`config.mk`:
```
export PLATFORM = sky130hd
export DESIGN_NAME = exe_stage
export DESIGN_NICKNAME = d
export VERILOG_FILES = /design/src/rtl/exe_stage.sv
export SDC_FILE = /design/constraint.sdc
export NUM_CORES = 1
export LEC_CHECK = 0
export BUFFER_PORTS_ARGS = -buffer_cell sky130_fd_sc_hd__buf_2
export CORE_ASPECT_RATIO = 1.25
export CORE_MARGIN = 10
export CORE_UTILIZATION = 37
export DETAILED_ROUTE_END_ITERATION = 7
export RECOVER_POWER = 50
export SYNTH_ARGS = -nofsm -noshare
export SYNTH_HDL_FRONTEND = slang
export SYNTH_SLANG_ARGS = --single-unit
```
`constraint.sdc`:
```
create_clock -name clk -period 16.1 [get_ports clk]
set_input_delay 4.025 -clock clk [delete_from_list [all_inputs] [get_ports clk]]
set_output_delay 4.025 -clock clk [all_outputs]
set_load 0.02 [all_outputs]
```
`src/rtl/exe_stage.sv`:
```
// exe_stage: execute stage of the five-stage ARM pipeline.
// Forms Val2 (offset / rotated immediate / shifted Rm), runs the ALU, computes the
// branch target, owns the NZCV status register and the EXE/MEM pipeline register.
// Optional macro EXE_FORWARDING_EN enables the Sel_src1/Sel_src2 forwarding muxes;
// without it the forwarding ports are present but ignored.
module exe_stage #(
   parameter int DATA_LEN             = 32,
   parameter int ADDRESS_LEN          = 32,
   parameter int ADDRESS_LEN_REG_FILE = 4
) (
   input  logic                            clk,
   input  logic                            rst,
   input  logic                            freeze,
   input  logic [ADDRESS_LEN-1:0]          PC,
   input  logic [DATA_LEN-1:0]             Val_Rn,
   input  logic [DATA_LEN-1:0]             Val_Rm,
   input  logic                            WB_EN,
   input  logic                            MEM_R_EN,
   input  logic                            MEM_W_EN,
   input  logic                            B,
   input  logic                            S,
   input  logic                            imm,
   input  logic                            carry,
   input  logic [3:0]                      EXE_CMD,
   input  logic [ADDRESS_LEN_REG_FILE-1:0] Dest,
   input  logic [11:0]                     offset,
   input  logic [23:0]                     Signed_imm_24,
   input  logic [1:0]                      Sel_src1,
   input  logic [1:0]                      Sel_src2,
   input  logic [DATA_LEN-1:0]             MEM_fwd,
   input  logic [DATA_LEN-1:0]             WB_fwd,
   output logic                            Branch_taken,
   output logic [ADDRESS_LEN-1:0]          Branch_Address,
   output logic [3:0]                      SR,
   output logic                            WB_EN_out,
   output logic                            MEM_R_EN_out,
   output logic                            MEM_W_EN_out,
   output logic [DATA_LEN-1:0]             ALU_Res,
   output logic [DATA_LEN-1:0]             Store_Val,
   output logic [ADDRESS_LEN_REG_FILE-1:0] Dest_out
);

   localparam int M = DATA_LEN - 1;

   logic [DATA_LEN-1:0] op1, rm, val2, res;
   logic [DATA_LEN:0]   sum;
   logic                n_new, z_new, c_new, v_new;

   // Rotate right by amt; the doubled word makes amt = 0 a pass-through.
   function automatic logic [DATA_LEN-1:0] ror(input logic [DATA_LEN-1:0] v, input logic [4:0] amt);
      logic [2*DATA_LEN-1:0] t;
      t = {v, v} >> amt;
      return t[DATA_LEN-1:0];
   endfunction

`ifdef EXE_FORWARDING_EN
   // Operand forwarding muxes: 01 takes the MEM value, 10 the WB value, else the ID value.
   always_comb begin
      op1 = Val_Rn;
      rm  = Val_Rm;
      case (Sel_src1)
         2'b01:   op1 = MEM_fwd;
         2'b10:   op1 = WB_fwd;
         default: op1 = Val_Rn;
      endcase
      case (Sel_src2)
         2'b01:   rm = MEM_fwd;
         2'b10:   rm = WB_fwd;
         default: rm = Val_Rm;
      endcase
   end
`else
   // Forwarding disabled: operands come straight from the ID/EXE register.
   always_comb begin
      op1 = Val_Rn;
      rm  = Val_Rm;
   end
   wire unused_fwd = ^{Sel_src1, Sel_src2, MEM_fwd, WB_fwd};
`endif

   // Second operand: memory offset beats immediate beats shifted register.
   always_comb begin
      val2 = rm;
      if (MEM_R_EN | MEM_W_EN)
         val2 = DATA_LEN'(offset);
      else if (imm)
         val2 = ror(DATA_LEN'(offset[7:0]), {offset[11:8], 1'b0});
      else begin
         case (offset[6:5])
            2'b00:   val2 = rm << offset[11:7];
            2'b01:   val2 = rm >> offset[11:7];
            2'b10:   val2 = $signed(rm) >>> offset[11:7];
            default: val2 = ror(rm, offset[11:7]);
         endcase
      end
   end

   // ALU and next flags; logical ops and unknown codes keep C and V from SR.
   always_comb begin
      sum   = '0;
      res   = '0;
      c_new = SR[1];
      v_new = SR[0];
      case (EXE_CMD)
         4'b0001: res = val2;
         4'b1001: res = ~val2;
         4'b0010, 4'b0011: begin
            sum   = {1'b0, op1} + {1'b0, val2} + {{DATA_LEN{1'b0}}, (EXE_CMD[0] & carry)};
            res   = sum[M:0];
            c_new = sum[DATA_LEN];
            v_new = (op1[M] == val2[M]) && (res[M] != op1[M]);
         end
         4'b0100, 4'b0101: begin
            // op1 + ~val2 + 1 for SUB, + carry for SBC; bit 32 is the not-borrow
            sum   = {1'b0, op1} + {1'b0, ~val2} + {{DATA_LEN{1'b0}}, (EXE_CMD[0] ? carry : 1'b1)};
            res   = sum[M:0];
            c_new = sum[DATA_LEN];
            v_new = (op1[M] != val2[M]) && (res[M] != op1[M]);
         end
         4'b0110: res = op1 & val2;
         4'b0111: res = op1 | val2;
         4'b1000: res = op1 ^ val2;
         default: res = '0;
      endcase
      n_new = res[M];
      z_new = (res == '0);
   end

   assign Branch_taken   = B;
   assign Branch_Address = PC + {{(ADDRESS_LEN-26){Signed_imm_24[23]}}, Signed_imm_24, 2'b00};

   // Status register: updated by flag-setting instructions unless stalled.
   always_ff @(posedge clk or negedge rst) begin
      if (!rst)
         SR <= '0;
      else if (!freeze && S)
         SR <= {n_new, z_new, c_new, v_new};
   end

   // EXE/MEM pipeline register: holds everything while frozen.
   always_ff @(posedge clk or negedge rst) begin
      if (!rst) begin
         WB_EN_out    <= 1'b0;
         MEM_R_EN_out <= 1'b0;
         MEM_W_EN_out <= 1'b0;
         ALU_Res      <= '0;
         Store_Val    <= '0;
         Dest_out     <= '0;
      end else if (!freeze) begin
         WB_EN_out    <= WB_EN;
         MEM_R_EN_out <= MEM_R_EN;
         MEM_W_EN_out <= MEM_W_EN;
         ALU_Res      <= res;
         Store_Val    <= rm;
         Dest_out     <= Dest;
      end
   end

endmodule

```
# Word level (Yosys, flattened, before mapping)
# Index checks and enable logic that the tools add are counted.
# Widths: inputs -> output; s select.
# word_totals
out_inout_bits	108
register_bits	75
elab_cells	56
inputBits	218
# op_classes
mux	7
addsub	5
n_shift	5
eq_ne	15
bitwise_logic	6
reduce_logical	10
# op_table
op	n
$pmux 32 s7	1
$pmux 32 s3	1
$add 32x32->33	2
$add 33x1->33	2
$mux 32	2
$shr 64x5->32	1
$shr 40x5->32	1
$add 32x32->32	1
$and 32x32->32	1
$logic_not 32->1	1
$not 32->32	1
$or 32x32->32	1
$shl 32x5->32	1
$shr 32x5->32	1
$sshr 32x5->32	1
$xor 32x32->32	1
$eq 4x3->1 const B	4
$eq 4x2->1 const B	2
$eq 4x4->1 const B	2
$eq 4x1->1 const B	1
$pmux 1 s2	2
$reduce_or 2->1	2
$logic_and 1x1->1	3
$ne 1x1->1	3
other kinds (10)	10

# Logic depth before layout (Yosys ltp)
# Gate-level depths: netlist of the first run.
# depth
ltp_word	10
depth_mapped	27

# Worst setup path after synthesis of the first run
# No wires, ideal clock.
# synth_path
path_kind	input -> output
start	input port PC[3]
end	output port Branch_Address[31]
slack_ns	5.108
n_path_buf	0
arrival_ns	6.967
stages	13
path_cell_list	ha_1 > a21o_1 > a21oi_1 > o211ai_1 > a2111oi_0 > o31ai_1 > nand2_1 > o31ai_1 > o41ai_1 > nor2b_1 > a311o_1 > a21oi_1 > xnor2_1
# synth_via
elab_chain_cells	1
# synth_lines
item	line	text
start, declared	14	input logic [ADDRESS_LEN-1:0] PC,
$add 32x32->32	130	assign Branch_Address = PC + {{(ADDRESS_LEN-26){Signed_imm_24[23]}}, Signed_imm_24, 2'b00};
end, declared	33	output logic [ADDRESS_LEN-1:0] Branch_Address,
# No other way between the ends.

# Final worst setup path of the first run
# Ends and elaborated chain as after synthesis.

==> results of run 1 <==
logic make-up (layout without fill, tap and decap cells):
family                   count (synthesis)  count (layout)  share of synthesized area, %
AO/OA/AOI/OAI                          677             677                          30.2
flip-flops                              75              75                          12.0
AND/OR/NAND/NOR                        592             592                          17.9
adder cells (fa/ha/maj)                129             129                          10.5
multiplexers                           214             214                          19.4
other                                    0               2                             0
buffers and inverters                  288             428                          7.47
XOR/XNOR                                45              45                          2.51
registers in the layout (all words and copies together) (netlist names):
register and flops:
Dest_out 4, Store_Val 32, WB_EN_out 1, ALU_Res 32, MEM_R_EN_out 1, MEM_W_EN_out 1, SR 4
power groups by stage:
| stage | registers (mW) | logic [mW] | clock network, mW |
|---|---|---|---|
| after CTS | 0.229 | 0.670 | 0.223 |
| after global routing | 0.233 | 0.724 | 0.229 |
| after global placement | 0.231 | 0.663 | 0 |
| after floorplan | 0.267 | 0.402 | 0 |
| after detailed placement | 0.232 | 0.668 | 0 |
| final | 0.229 | 0.681 | 0.217 |
routing by layer:
| layer | part of all wire (%) | global-route usage (%) |
|---|---|---|
| met1 | 38 | 33.2 |
| met4 | 7.2 | 19.6 |
| met5 | 0 | 0 |
| met2 | 46 | 45.2 |
| met3 | 8.6 | 5.46 |
cell usage after synthesis, types with 24 or more instances:
| library cell | count | area, um^2 |
|---|---|---|
| xnor2_1 | 37 | 324 |
| a21oi_1 | 133 | 666 |
| nand2b_1 | 26 | 163 |
| o211ai_1 | 28 | 210 |
| dfrtp_1 | 75 | 1880 |
| mux2i_1 | 65 | 651 |
| nor2_1 | 154 | 578 |
| ha_1 | 124 | 1550 |
| a21o_1 | 33 | 248 |
| nand3_1 | 46 | 230 |
| a31oi_1 | 41 | 257 |
| mux4_2 | 61 | 1370 |
| o221ai_1 | 26 | 228 |
| clkbuf_1 | 109 | 409 |
| nand2_1 | 165 | 619 |
| nor2b_1 | 27 | 169 |
| nor3_1 | 62 | 310 |
| o21ai_0 | 110 | 551 |
| a221oi_1 | 24 | 210 |
| a211oi_1 | 30 | 225 |
| mux2_2 | 85 | 957 |
| inv_1 | 124 | 465 |
final cells by class:
cell class | instances | area (um^2)
repair buffers | 283 | 1450
multi-input cells | 1657 | 12700
clock inverters | 7 | 65.1
fillers | 4419 | 24600
inverters | 129 | 484
flip-flops and latches | 75 | 1880
diodes | 2 | 5.00
well taps | 559 | 699
clock buffers | 9 | 225
worst max-delay path by stage:
stage	startpoint	end	slack, ps	depth (start not counted)
floorplan	PC[3]	Branch_Address[31]	5110	13
global placement	PC[3]	Branch_Address[31]	4370	15
detailed placement	PC[3]	Branch_Address[31]	4300	15
CTS	PC[3]	Branch_Address[31]	4260	15
global route	PC[3]	Branch_Address[31]	3990	15
finish	PC[3]	Branch_Address[31]	4270	15
through the flow:
| stage | instance area, um^2 | util (%) | total power [mW] | hold slack (ps) |
|---|---|---|---|---|
| after global placement | 17200 | 41.0 | 0.894 | 476 |
| final | 17500 | 41.6 | 1.13 | 502 |
| after CTS | 17500 | 41.7 | 1.12 | 499 |
| after detailed placement | 17200 | 41.0 | 0.900 | 481 |
| after global routing | 17500 | 41.6 | 1.19 | 517 |
| after floorplan | 15700 | - | 0.670 | 593 |
worst max-delay path: stages:
cell	delay [ps]
buf_2	110
ha_1	280
a21o_1	180
a21oi_1	260
o211ai_1	160
a2111oi_0	780
o31ai_1	230
nand2_1	180
o31ai_1	120
o41ai_1	480
nor2b_1	140
a311o_1	380
a21oi_1	170
xnor2_1	130
buf_2	180
==> flow_summary.ini, run 1 <==
[run_status]
status = finished, violations left
violations = max-capacitance violations, max-slew violations

[synth]
syn_area_mm2 = 0.0157
async_flop_share_pct = 100
ys_seq_area_share_pct = 12.0
syn-instance-count = 2020
synthFlopType = dfrtp_1
synth.avg_cell_area_um2 = 7.77
ys_warn_count = 0
synth_edf_count = 0
syn-num-nets = 2367
ys_types = 92
ys_ff_latch = 75

[placed_design]
post-place-ws_ps = 4300
gp_congestion = 1.06
dp_hpwl_mm = 57.2
portBuffers = 251
dp_cells = 2703

[detailed_routing]
routed_wl_mm = 74.9
drcViolationCount = 0
ant_nets = 0
vias = 17900
wire_per_inst_um = 27.5
drt-vias-per-instance = 6.58
first_pass_iters = 8
drt_iter0_drc = 2006

[min_path]
hold_end = Store_Val[31]$_DFFE_PN0N_
hold_path.class = register to register
hold_depth = 1
min_from = Store_Val[31]$_DFFE_PN0N_

[power]
comb_power_share_pct = 60.4
p_switching_mw = 0.565
power_frac_seq_pct = 20.4
intPower_mw = 0.563
ir_drop_mv = 0.0762
switching_share_pct = 50.1
p_clk_share_pct = 19.2
p_per_area_mw_per_mm2 = 64.5
power.leakage_nw = 7.41

[sta]
period_needed_ps = 11830
fmaxAchievable_mhz = 84.5
setup-violations-final = 0
skew_ps = 0
fin_crit_sh_pct = 73.5
slew_headroom_pct = -193
worstMarginPinSlew_ps = 4390
tns_ps = 0
maxSlewViolCount = 111
layout_setup_ws_ps = 4270
finalHoldViolations = 0
rsz0062_at_grt = no

[floorplan]
die-height_um = 250
dieArea_mm2 = 0.0511
die_x_um = 204
start_util_pct = 37.3
num_io_pins = 326
core_area_mm2 = 0.0420
rows = 84

[critical_path]
required_ps = 12070
cp_max_fo = 3
reg2reg_from = ALU_Res[29]$_DFFE_PN0N_
rrSetupSlack_ps = 15300
ff2ff_path_depth = 2
crit_type = input port to output port
worstPathArrival_ps = 7810
critPathCaptureType = output port
cp-start-kind = input port
timing.rr.end = ALU_Res[29]$_DFFE_PN0N_

[clocking]
numCtsBuffers = 9
cts.sink_count = 75
htreeDepth = 3
cts_max_path_buffers = 2
cts_tree = yes
post_cts_buffers = 0
ctsResizeCount = 0
clock_latency_ps = 390
cts_hold_buf = 0
root_buffer = clkbuf_16
clkSlewWorstSetupHoldPaths_ps = 70

[global_route]
grt_pass1_wl_mm = 111
grt_max_degree = 88
grt_pass1_vias = 17400
grt.total_usage_pct = 28.2
grt_overflow = 0
antenna_found_initial = 1

[final_layout]
drive_above_1_share_pct = 20.6
nets = 2502
final_cell_mix = buf_2, nand2_1, nor2_1
final_common_cell = buf_2
areaGrowthSynthToFinish_pct = 11.3
final-instance-count-excl-fill = 2721

[flow_run]
cap_violations = 2
Power figures use the tool's default switching activity.
==> run 2, diff against run 1 <==
- ABC_AREA: not set -> 1
- clock period: 16.1 -> 10.2 ns (I/O delays scaled with it)
==> run 2 against run 1 <==
Against the previous run:
- the flow still finishes with violations (max-capacitance violations, max-slew violations)
- highest routed layer is now met5
- register-to-register slack got worse by 5900 ps
- sequential cell count unchanged
- total power increased by 54%
- sequential share of layout area decreased by 0.11 points
- synthesized cell count increased by 43%
- non-clock buffer count decreased by 10
- largest cell class unchanged
==> flow_summary.ini, run 2 <==
[critical_path]
crit_type = input port to output port
startpoint = PC[2]
slowest_delay_ps = 440
rrSetupSlack_ps = 9430
cp-start-kind = input port
required_ps = 7650
reg2reg_from = ALU_Res[23]$_DFFE_PN0N_
cp_max_fo = 3
cp_cell_sequence = buf_2 -> ha_1 -> inv_1 -> fa_1 -> o21ai_1 -> a31oi_1 -> o21ai_1 -> a21oi_1 -> o31ai_1 -> a21boi_1 -> o21ai_0 -> xor2_1 -> buf_2
critPathBufInv = 3
worstPathArrival_ps = 5510
critPathTopFamily = compound AO/OA/AOI/OAI gates
crit_slowest_cell = o31ai_1
critPathCaptureType = output port

[detailed_routing]
wire_per_inst_um = 21.0
drt-vias-per-instance = 5.68
ant_nets = 0
routed_wl_mm = 75.8
first_pass_iters = 8
vias = 20500
drcViolationCount = 0
drt_iter0_drc = 1977

[sta]
finalHoldViolations = 0
fin_crit_sh_pct = 79.1
slew_headroom_pct = -142
tns_ps = 0
period_needed_ps = 8060
maxSlewViolCount = 66
worstMarginPinSlew_ps = 3630
skew_ps = 0
setup-violations-final = 0
rsz0062_at_grt = no
fmaxAchievable_mhz = 124
layout_setup_ws_ps = 2140
whs_ps = 477

[synth]
syn-num-nets = 3240
syn-instance-count = 2893
ys_ff_latch = 75
yosysMostFrequentCell = nand2_1
syn_area_mm2 = 0.0161
synthFlopType = dfrtp_1
yosys.area.top_type = nand2_1
ys_seq_area_share_pct = 11.7
ys_types = 62
ys_warn_count = 0
yosysTopAreaCellShare_pct = 20.7
async_flop_share_pct = 100
synth_edf_count = 0
synth_commonest_cells = nand2_1, nand3_1, inv_1
synth.avg_cell_area_um2 = 5.55
synthTopCellsByArea = nand2_1, nand3_1, dfrtp_1

[floorplan]
die_x_um = 206
start_util_pct = 37.4
rows = 85
num_io_pins = 326
die-height_um = 253
core_area_mm2 = 0.0430
dieArea_mm2 = 0.0522

[placed_design]
gp_congestion = 0.992
dp_cells = 3586
dp_hpwl_mm = 61.4
post-place-ws_ps = 2030
portBuffers = 251

[min_path]
hold_path.class = register to register
min_from = Store_Val[27]$_DFFE_PN0N_

[run_status]
status = finished, violations left
violations = max-capacitance violations, max-slew violations

[flow_run]
cap_violations = 1

[final_layout]
nets = 3379
top_regs = ALU_Res x32, Store_Val x32
areaGrowthSynthToFinish_pct = 9.93
final_common_cell = nand2_1
final-instance-count-excl-fill = 3605
drive_above_1_share_pct = 11.1
final_cell_mix = nand2_1, nand3_1, inv_1

[clocking]
post_cts_buffers = 0
root_buffer = clkbuf_16
ctsResizeCount = 0
numCtsBuffers = 9
clock_latency_ps = 380
cts_hold_buf = 0
cts_tree = yes
htreeDepth = 3
cts_max_path_buffers = 2
cts.sink_count = 75
clkSlewWorstSetupHoldPaths_ps = 60

[global_route]
grt_overflow = 0
grt_max_degree = 83
grt_pass1_vias = 19300
grt.total_usage_pct = 28.3
antenna_found_initial = 4
grt_pass1_wl_mm = 114

[power]
ir_drop_mv = 0.139
power.leakage_nw = 9.37
p_per_area_mw_per_mm2 = 98.6
==> run 2: kinds of logic (layout without fill, tap and decap cells) <==
group | after synthesis | count (layout) | synth area share, %
simple gates | 1859 | 1859 | 51.0
buf+inv | 419 | 563 | 11.5
compound gates | 375 | 375 | 13.5
fa+ha+maj | 129 | 129 | 10.3
flops | 75 | 75 | 11.7
xor+xnor | 35 | 35 | 1.91
mux | 1 | 1 | 0.0624
other cells | 0 | 3 | 0
==> run 2: worst min-delay path, stage by stage (launching register included) <==
cell and delay [ps]:
dfrtp_1 340, nand2_1 50, nand2_1 50
==> run 2: path summary, 6_finish.rpt <==
check                                            end  depth (start not counted)
min reg2reg                Store_Val[27]$_DFFE_PN0N_                          2
min in group asynchronous          SR[0]$_DFFE_PN0P_                          1
max reg2reg                  ALU_Res[23]$_DFFE_PN0N_                          2
max in group asynchronous    ALU_Res[30]$_DFFE_PN0N_                          2
min                        Store_Val[27]$_DFFE_PN0N_                          2
max                               Branch_Address[24]                         13
==> run 2: through the flow <==
step	cell area (um^2)	util [%]	power (mW)
2_1_floorplan	16100	-	1.04
6_report	17600	41.1	1.74
5_1_grt	17600	41.1	1.86
3_3_place_gp	17400	40.5	1.38
4_1_cts	17700	41.2	1.74
3_5_place_dp	17400	40.5	1.39
==> run 2: layout make-up <==
class | count | area (um^2)
sequential | 75 | 1880
clock inverter | 7 | 73.8
timing repair buffer | 273 | 1370
multi-input combinational | 2399 | 12300
clock buffer | 9 | 225
antenna | 3 | 7.51
tap | 565 | 707
fill | 4896 | 25300
inverter | 274 | 1040
==> run 2: routing by layer <==
metal,part of all wire [%],track usage (%)
met5,0.016,0
met2,50,49.9
met3,6.4,3.41
met4,5.5,14.3
met1,38,32.8
==> run 2: power by group <==
| part | switching [mW] | internal (mW) | total, mW |
|---|---|---|---|
| Combinational | 0.747 | 0.298 | 1.04 |
| Sequential | 0.0210 | 0.332 | 0.353 |
| Clock | 0.168 | 0.174 | 0.341 |
| Total | 0.936 | 0.803 | 1.74 |
